File: src/rtl/isqrt_pkg.sv
// Shared types and widths for the iterative integer square root responder.
package isqrt_pkg;

  localparam int unsigned ISQRT_X_W   = 32;
  localparam int unsigned ISQRT_Y_W   = 16;
  localparam int unsigned ISQRT_ITERS = 16;

  typedef enum logic [1:0] {
    IDLE = 2'd0,
    CALC = 2'd1,
    DONE = 2'd2
  } isqrt_state_t;

endpackage

File: src/rtl/isqrt_req_fifo.sv
// Request queue for pending square-root operands.
// Power-of-two depth, with an extra pointer bit to tell full from empty.
module isqrt_req_fifo #(
  parameter int unsigned DEPTH = 2,
  parameter int unsigned W     = 32
) (
  input  logic         i_clk,
  input  logic         i_rst_n,
  input  logic         i_push,
  input  logic         i_pop,
  input  logic [W-1:0] i_data,
  output logic [W-1:0] o_data,
  output logic         o_full,
  output logic         o_empty
);

  localparam int unsigned AW = (DEPTH > 1) ? $clog2(DEPTH) : 1;

  logic [AW:0]  r_wr;
  logic [AW:0]  r_rd;
  logic [W-1:0] r_mem [DEPTH];
  logic         w_do_push;
  logic         w_do_pop;

  assign o_empty   = (r_wr == r_rd);
  assign o_full    = (r_wr[AW] != r_rd[AW]) && (r_wr[AW-1:0] == r_rd[AW-1:0]);
  assign w_do_pop  = i_pop && !o_empty;
  // A pop in the same cycle frees the slot, so a push onto a full queue still lands.
  assign w_do_push = i_push && (!o_full || w_do_pop);
  assign o_data    = r_mem[r_rd[AW-1:0]];

  always_ff @(posedge i_clk) begin
    if (w_do_push) begin
      r_mem[r_wr[AW-1:0]] <= i_data;
    end
  end

  always_ff @(posedge i_clk or negedge i_rst_n) begin
    if (!i_rst_n) begin
      r_wr <= '0;
      r_rd <= '0;
    end else begin
      if (w_do_push) begin
        r_wr <= r_wr + {{AW{1'b0}}, 1'b1};
      end
      if (w_do_pop) begin
        r_rd <= r_rd + {{AW{1'b0}}, 1'b1};
      end
    end
  end

endmodule

File: src/rtl/isqrt_iter.sv
// Iterative 32-bit floor(sqrt(x)) responder: one result bit per CALC cycle.
// Define ISQRT_ITER_EARLY_EXIT_EN to halve latency for operands below 2^16.
module isqrt_iter
  import isqrt_pkg::*;
#(
  parameter int unsigned FIFO_DEPTH = 2
) (
  input  logic                 clk,
  input  logic                 rst,
  input  logic                 x_vld,
  input  logic [ISQRT_X_W-1:0] x,
  output logic                 y_vld,
  output logic [ISQRT_Y_W-1:0] y,
  output logic                 busy,
  output logic                 ovf
);

  isqrt_state_t         r_state;
  isqrt_state_t         w_state_nxt;

  logic [31:0]          r_op;
  logic [17:0]          r_rem;
  logic [15:0]          r_root;
  logic [4:0]           r_cnt;
  logic [15:0]          r_y;
  logic                 r_busy;
  logic                 r_ovf;

  logic                 w_load;
  logic                 w_push;
  logic                 w_pop;
  logic [31:0]          w_ld_data;
  logic [31:0]          w_ld_op;
  logic [4:0]           w_ld_cnt;
  logic [31:0]          w_fifo_head;
  logic                 w_fifo_full;
  logic                 w_fifo_empty;

  logic [17:0]          w_t;
  logic [17:0]          w_trial;
  logic [17:0]          w_rem_nxt;
  logic [15:0]          w_root_nxt;

  isqrt_req_fifo #(
    .DEPTH (FIFO_DEPTH),
    .W     (ISQRT_X_W)
  ) u_fifo (
    .i_clk   (clk),
    .i_rst_n (rst),
    .i_push  (w_push),
    .i_pop   (w_pop),
    .i_data  (x),
    .o_data  (w_fifo_head),
    .o_full  (w_fifo_full),
    .o_empty (w_fifo_empty)
  );

  always_comb begin
    w_state_nxt = r_state;
    w_load      = 1'b0;
    w_push      = 1'b0;
    w_pop       = 1'b0;
    case (r_state)
      IDLE: begin
        if (x_vld) begin
          w_load      = 1'b1;
          w_state_nxt = CALC;
        end
      end
      CALC: begin
        w_push = x_vld;
        if (r_cnt == 5'd1) begin
          w_state_nxt = DONE;
        end
      end
      DONE: begin
        // Queued work has priority; a fresh operand then joins the queue behind it.
        if (!w_fifo_empty) begin
          w_pop       = 1'b1;
          w_load      = 1'b1;
          w_push      = x_vld;
          w_state_nxt = CALC;
        end else if (x_vld) begin
          w_load      = 1'b1;
          w_state_nxt = CALC;
        end else begin
          w_state_nxt = IDLE;
        end
      end
      default: begin
        w_state_nxt = IDLE;
      end
    endcase
  end

  assign w_ld_data = w_pop ? w_fifo_head : x;

  always_comb begin
    w_ld_op  = w_ld_data;
    w_ld_cnt = 5'(ISQRT_ITERS);
`ifdef ISQRT_ITER_EARLY_EXIT_EN
    // Upper half zero: the first eight result bits are zero, so skip them.
    if (w_ld_data[31:16] == '0) begin
      w_ld_op  = {w_ld_data[15:0], 16'h0000};
      w_ld_cnt = 5'(ISQRT_ITERS / 2);
    end
`endif
  end

  assign w_t     = {r_rem[15:0], r_op[31:30]};
  assign w_trial = {r_root, 2'b01};

  always_comb begin
    w_rem_nxt  = w_t;
    w_root_nxt = {r_root[14:0], 1'b0};
    if (w_t >= w_trial) begin
      w_rem_nxt  = w_t - w_trial;
      w_root_nxt = {r_root[14:0], 1'b1};
    end
  end

  always_ff @(posedge clk or negedge rst) begin
    if (!rst) begin
      r_state <= IDLE;
      r_busy  <= 1'b0;
      r_ovf   <= 1'b0;
    end else begin
      r_state <= w_state_nxt;
      r_busy  <= (w_state_nxt != IDLE);
      if (w_push && w_fifo_full && !w_pop) begin
        r_ovf <= 1'b1;
      end
    end
  end

  always_ff @(posedge clk or negedge rst) begin
    if (!rst) begin
      r_op   <= '0;
      r_rem  <= '0;
      r_root <= '0;
      r_cnt  <= '0;
      r_y    <= '0;
    end else if (w_load) begin
      r_op   <= w_ld_op;
      r_rem  <= '0;
      r_root <= '0;
      r_cnt  <= w_ld_cnt;
    end else if (r_state == CALC) begin
      r_op   <= {r_op[29:0], 2'b00};
      r_rem  <= w_rem_nxt;
      r_root <= w_root_nxt;
      r_cnt  <= r_cnt - 5'd1;
      // Captured separately so y survives the next operand's load.
      if (r_cnt == 5'd1) begin
        r_y <= w_root_nxt;
      end
    end
  end

  assign y_vld = (r_state == DONE);
  assign y     = r_y;
  assign busy  = r_busy;
  assign ovf   = r_ovf;

endmodule
File: config.mk
export PLATFORM = sky130hd
export DESIGN_NAME = isqrt_iter
export DESIGN_NICKNAME = d
export VERILOG_FILES = /design/src/rtl/isqrt_pkg.sv /design/src/rtl/isqrt_req_fifo.sv /design/src/rtl/isqrt_iter.sv
export SDC_FILE = /design/constraint.sdc
export NUM_CORES = 1
export LEC_CHECK = 0
export ABC_CLOCK_PERIOD_IN_PS = 4900
export BUFFER_PORTS_ARGS = -buffer_cell sky130_fd_sc_hd__buf_2
export CAP_MARGIN = 40
export CORE_UTILIZATION = 55
export DETAILED_ROUTE_END_ITERATION = 10
export PLACE_DENSITY = 0.77
export SYNTH_ARGS = -nofsm -noshare
export SYNTH_HDL_FRONTEND = slang
export SYNTH_HIERARCHICAL = 1
export SYNTH_SLANG_ARGS = --single-unit
export TNS_END_PERCENT = 100
File: constraint.sdc
create_clock -name clk -period 4.9 [get_ports clk]
set_input_delay 0.98 -clock clk [delete_from_list [all_inputs] [get_ports clk]]
set_output_delay 0.98 -clock clk [all_outputs]
set_load 0.02 [all_outputs]
==> qor.yml <==
floorplan:
  coreArea_sq_um: 13500
  design.die.area_sq_um: 14500
  start_util_pct: 57.4
  rows: 42
  die_h_microns: 121
  top_level_ports: 54
  die_w_microns: 121
place:
  gp_congestion: 0.855
  port_buffers: 53
  place_hpwl_microns: 9830
  pre_cts_slack_ps: 1390
  dpl_cell_area_sq_um: 8180
setup_path:
  end_kind: "flop"
  slowest_delay_ps: 660
  critPathLaunchType: "flop"
  path_cells: "buf_4 -> xor2_1 -> nor2_1 -> nor2b_4 -> o211a_1 -> inv_1 -> nor3_4 -> buf_4"
  cp_max_fo: 39
  crit_buf_inv: 3
  path_delay_family: "simple AND/OR/NAND/NOR gates"
  crit_type: "reg -> reg"
  required_ps: 5010
  cp.depth: 8
  regToRegEndpoint: "u_fifo/r_mem[0][4]"
  path_common_cell: "buf_4"
  timing.rr.start: "u_fifo/r_rd[0]"
  critical_path.endpoint: "u_fifo/r_mem[0][4]"
  r2r_setup_slack_ps: 1390
  r2r_cells: 8
  crit_slowest_cell: "nor3_4"
  arrival_ps: 3620
  crit_start: "u_fifo/r_rd[0]"
power_and_ir_drop:
  power.leakage_nw: 3.62
  vdd_ir_drop_max_v: 0.000365
  p_per_area_nw_per_um2: 709
  power_w: 0.00621
finish:
  nets: 763
  area_growth_pct: 13.3
  drive_above_1_share_pct: 20.8
  fin_area_sq_um: 8760
  antennaDiodeCount: 0
synthesis:
  syn_inst: 662
  synthMuxAreaShare_pct: 11.9
  synth_fa_ha_area_share_pct: 3.89
  ys_seq_elements: 157
  synth_xor_area_share_pct: 2.14
  synth-simple-area-share_pct: 10.3
  syn-num-nets: 721
  synth_area_sq_um: 7730
  synth_warnings: 6
  ys_seq_area_share_pct: 55.0
  async_reset_ff_share_pct: 59.2
  synth_edf_count: 64
  ys.flop_type: "dfrtp_1"
  synth_cell_types: 59
  avgSynthCellArea_sq_um: 11.7
  synth_top_family_by_area: "compound AO/OA/AOI/OAI gates"
  synth_compound_area_share_pct: 13.2
timing:
  tns_ps: 0
  skew_ps: 7.76
  hold_viol_final: 0
  rsz0062_at_grt: "false"
  final.min_clock_period_ps: 3510
  fmax_ghz: 0.285
  finalMaxSlewViolations: 0
  finalSetupViolCount: 0
  post-route-period-util_pct: 71.6
  tightest_slew_ps: 886
  slew_headroom_pct: 40.9
  setup_slack_ps: 1390
clock_tree:
  clock_latency_ps: 430
  cts_root_buf: "clkbuf_16"
  cts_resized: 0
  htreeDepth: 4
  cts_setup_buffers: 0
  cts_made_buffers: 17
  clockBufferDepth: 2
  postCtsHoldBufs: 0
  cts_tree: "yes"
  clock_sinks: 157
  path_clk_slew_ps: 60
drt:
  wl_per_cell_microns: 16.5
  viasPerCell: 5.70
  via_count: 5090
  ant_nets: 0
  drc: 0
  routed_wl_microns: 14800
  drt_iter0_markers: 341
  drtPass1Iterations: 4
global_route:
  first_global_vias: 5115
  grt_first_pass_wirelength_microns: 24700
  grt.busiest_layer: "met2"
  grt_use_met3_pct: 5.47
  grt_remaining_overflow: 0
  grt_use_total_pct: 22.2
  grt_max_degree: 87
  use_met1_pct: 28.0
  use_met2_pct: 36.9
  antenna_found_initial: 0
status:
  outcome: "finished, final reports clean"
min_path:
  hp-class: "reg -> reg"
  min_path_cells: 2
run:
  cap_violations: 0
==> cells in the mapped netlist (2+ instances only) <==
cell	number	area [sq um]
dfrtp_1	93	2330
nor3_2	2	20.0
ha_1	24	300
xor2_1	9	78.8
edfxtp_1	64	1920
a31oi_1	3	18.8
buf_4	2	15.0
nor4b_1	2	17.5
o41ai_1	2	17.5
xnor2_1	8	70.1
nor3_1	5	25.0
nand4_1	6	37.5
mux2_2	33	372
buf_6	2	22.5
mux2i_1	55	551
nand3_1	8	40.0
buf_1	11	41.3
nor2_1	38	143
a41oi_1	2	17.5
or2_2	2	12.5
a211oi_1	37	278
o21a_1	5	37.5
o21ai_0	40	200
or3_1	2	12.5
nor3b_2	2	25.0
buf_2	3	15.0
clkbuf_1	22	82.6
nor3b_1	3	22.5
a21oi_1	53	265
nand3b_1	5	37.5
inv_1	27	101
nor2b_1	34	213
nand2_1	32	120
==> how the worst min path moves through the flow <==
stage / start / end / slack [ps]
final: y[9] / y[9] / 480
after global routing: y[13] / y[13] / 510
after CTS: y[13] / y[13] / 480
after detailed placement: y[13] / y[13] / 470
after global placement: y[0] / y[0] / 460
after floorplan: r_op[0] / r_op[0] / 480
==> worst min-delay path, cell delays in order (launching register included) <==
cell	delay [ps]
dfrtp_1	340
nand2_1	40
o21ai_0	60
==> cell usage in the layout, fill, tap and decap left out, drive strengths merged, types with 3 or more instances in the layout <==
| cell type | count |
|---|---|
| xor2 | 9 |
| a21oi | 53 |
| edfxtp | 64 |
| o21ai | 41 |
| xnor2 | 9 |
| nor2 | 38 |
| nand2 | 33 |
| mux2i | 55 |
| nand3 | 8 |
| nand4 | 6 |
| mux2 | 33 |
| a31oi | 3 |
| nor3b | 5 |
| clkinvlp | 4 |
| dfrtp | 93 |
| buf | 63 |
| clkbuf | 20 |
| nand3b | 5 |
| nor2b | 35 |
| o21a | 5 |
| a211oi | 38 |
| inv | 30 |
| ha | 24 |
| nor3 | 7 |
| clkinv | 4 |
==> metal layers <==
metal | wire (microns) | vias to the layer above
li1 | - | 2501
met1 | 6650 | 2480
met2 | 7350 | 87
met3 | 492 | 22
met4 | 285 | 0
met5 | 0 | -
==> where the power goes <==
group	switching, W	total (W)	internal [W]
Clock	0.000526	0.00127	0.000744
Sequential	0.000250	0.00205	0.00180
Combinational	0.00168	0.00289	0.00121
==> area by class of cell <==
cell class | instances | area (sq um)
clock buffers | 20 | 468
clock inverters | 12 | 110
fillers | 1037 | 4700
inverters | 27 | 101
multi-input cells | 438 | 3240
flip-flops and latches | 157 | 4250
well taps | 176 | 220
repair buffers | 63 | 367
==> stage by stage <==
stage / instances / hold slack (ps) / utilization [%]
6_report: 893 / 477 / 65.1
5_1_grt: 893 / 511 / 65.1
4_1_cts: 893 / 483 / 65.1
3_5_place_dp: 861 / 469 / 60.8
3_3_place_gp: 858 / 457 / 60.5
2_1_floorplan: 662 / 477 / -
==> flip-flops by register name (all words and copies together) (netlist names) <==
name	cells
ovf	1
u_fifo/r_wr	2
r_op	32
y	16
r_cnt	5
r_root	16
u_fifo/r_mem	64
r_rem	16
u_fifo/r_rd	2
busy	1
r_state	2
==> cell families after synthesis <==
group / count (synthesis)
AOI/OAI and AO/OA: 159
DFF: 157
and+or+nand+nor: 149
muxes: 88
buffers and inverters: 67
adders and majority gates: 24
xor gates and xnor gates: 18
(Power assumes the default switching activity.)
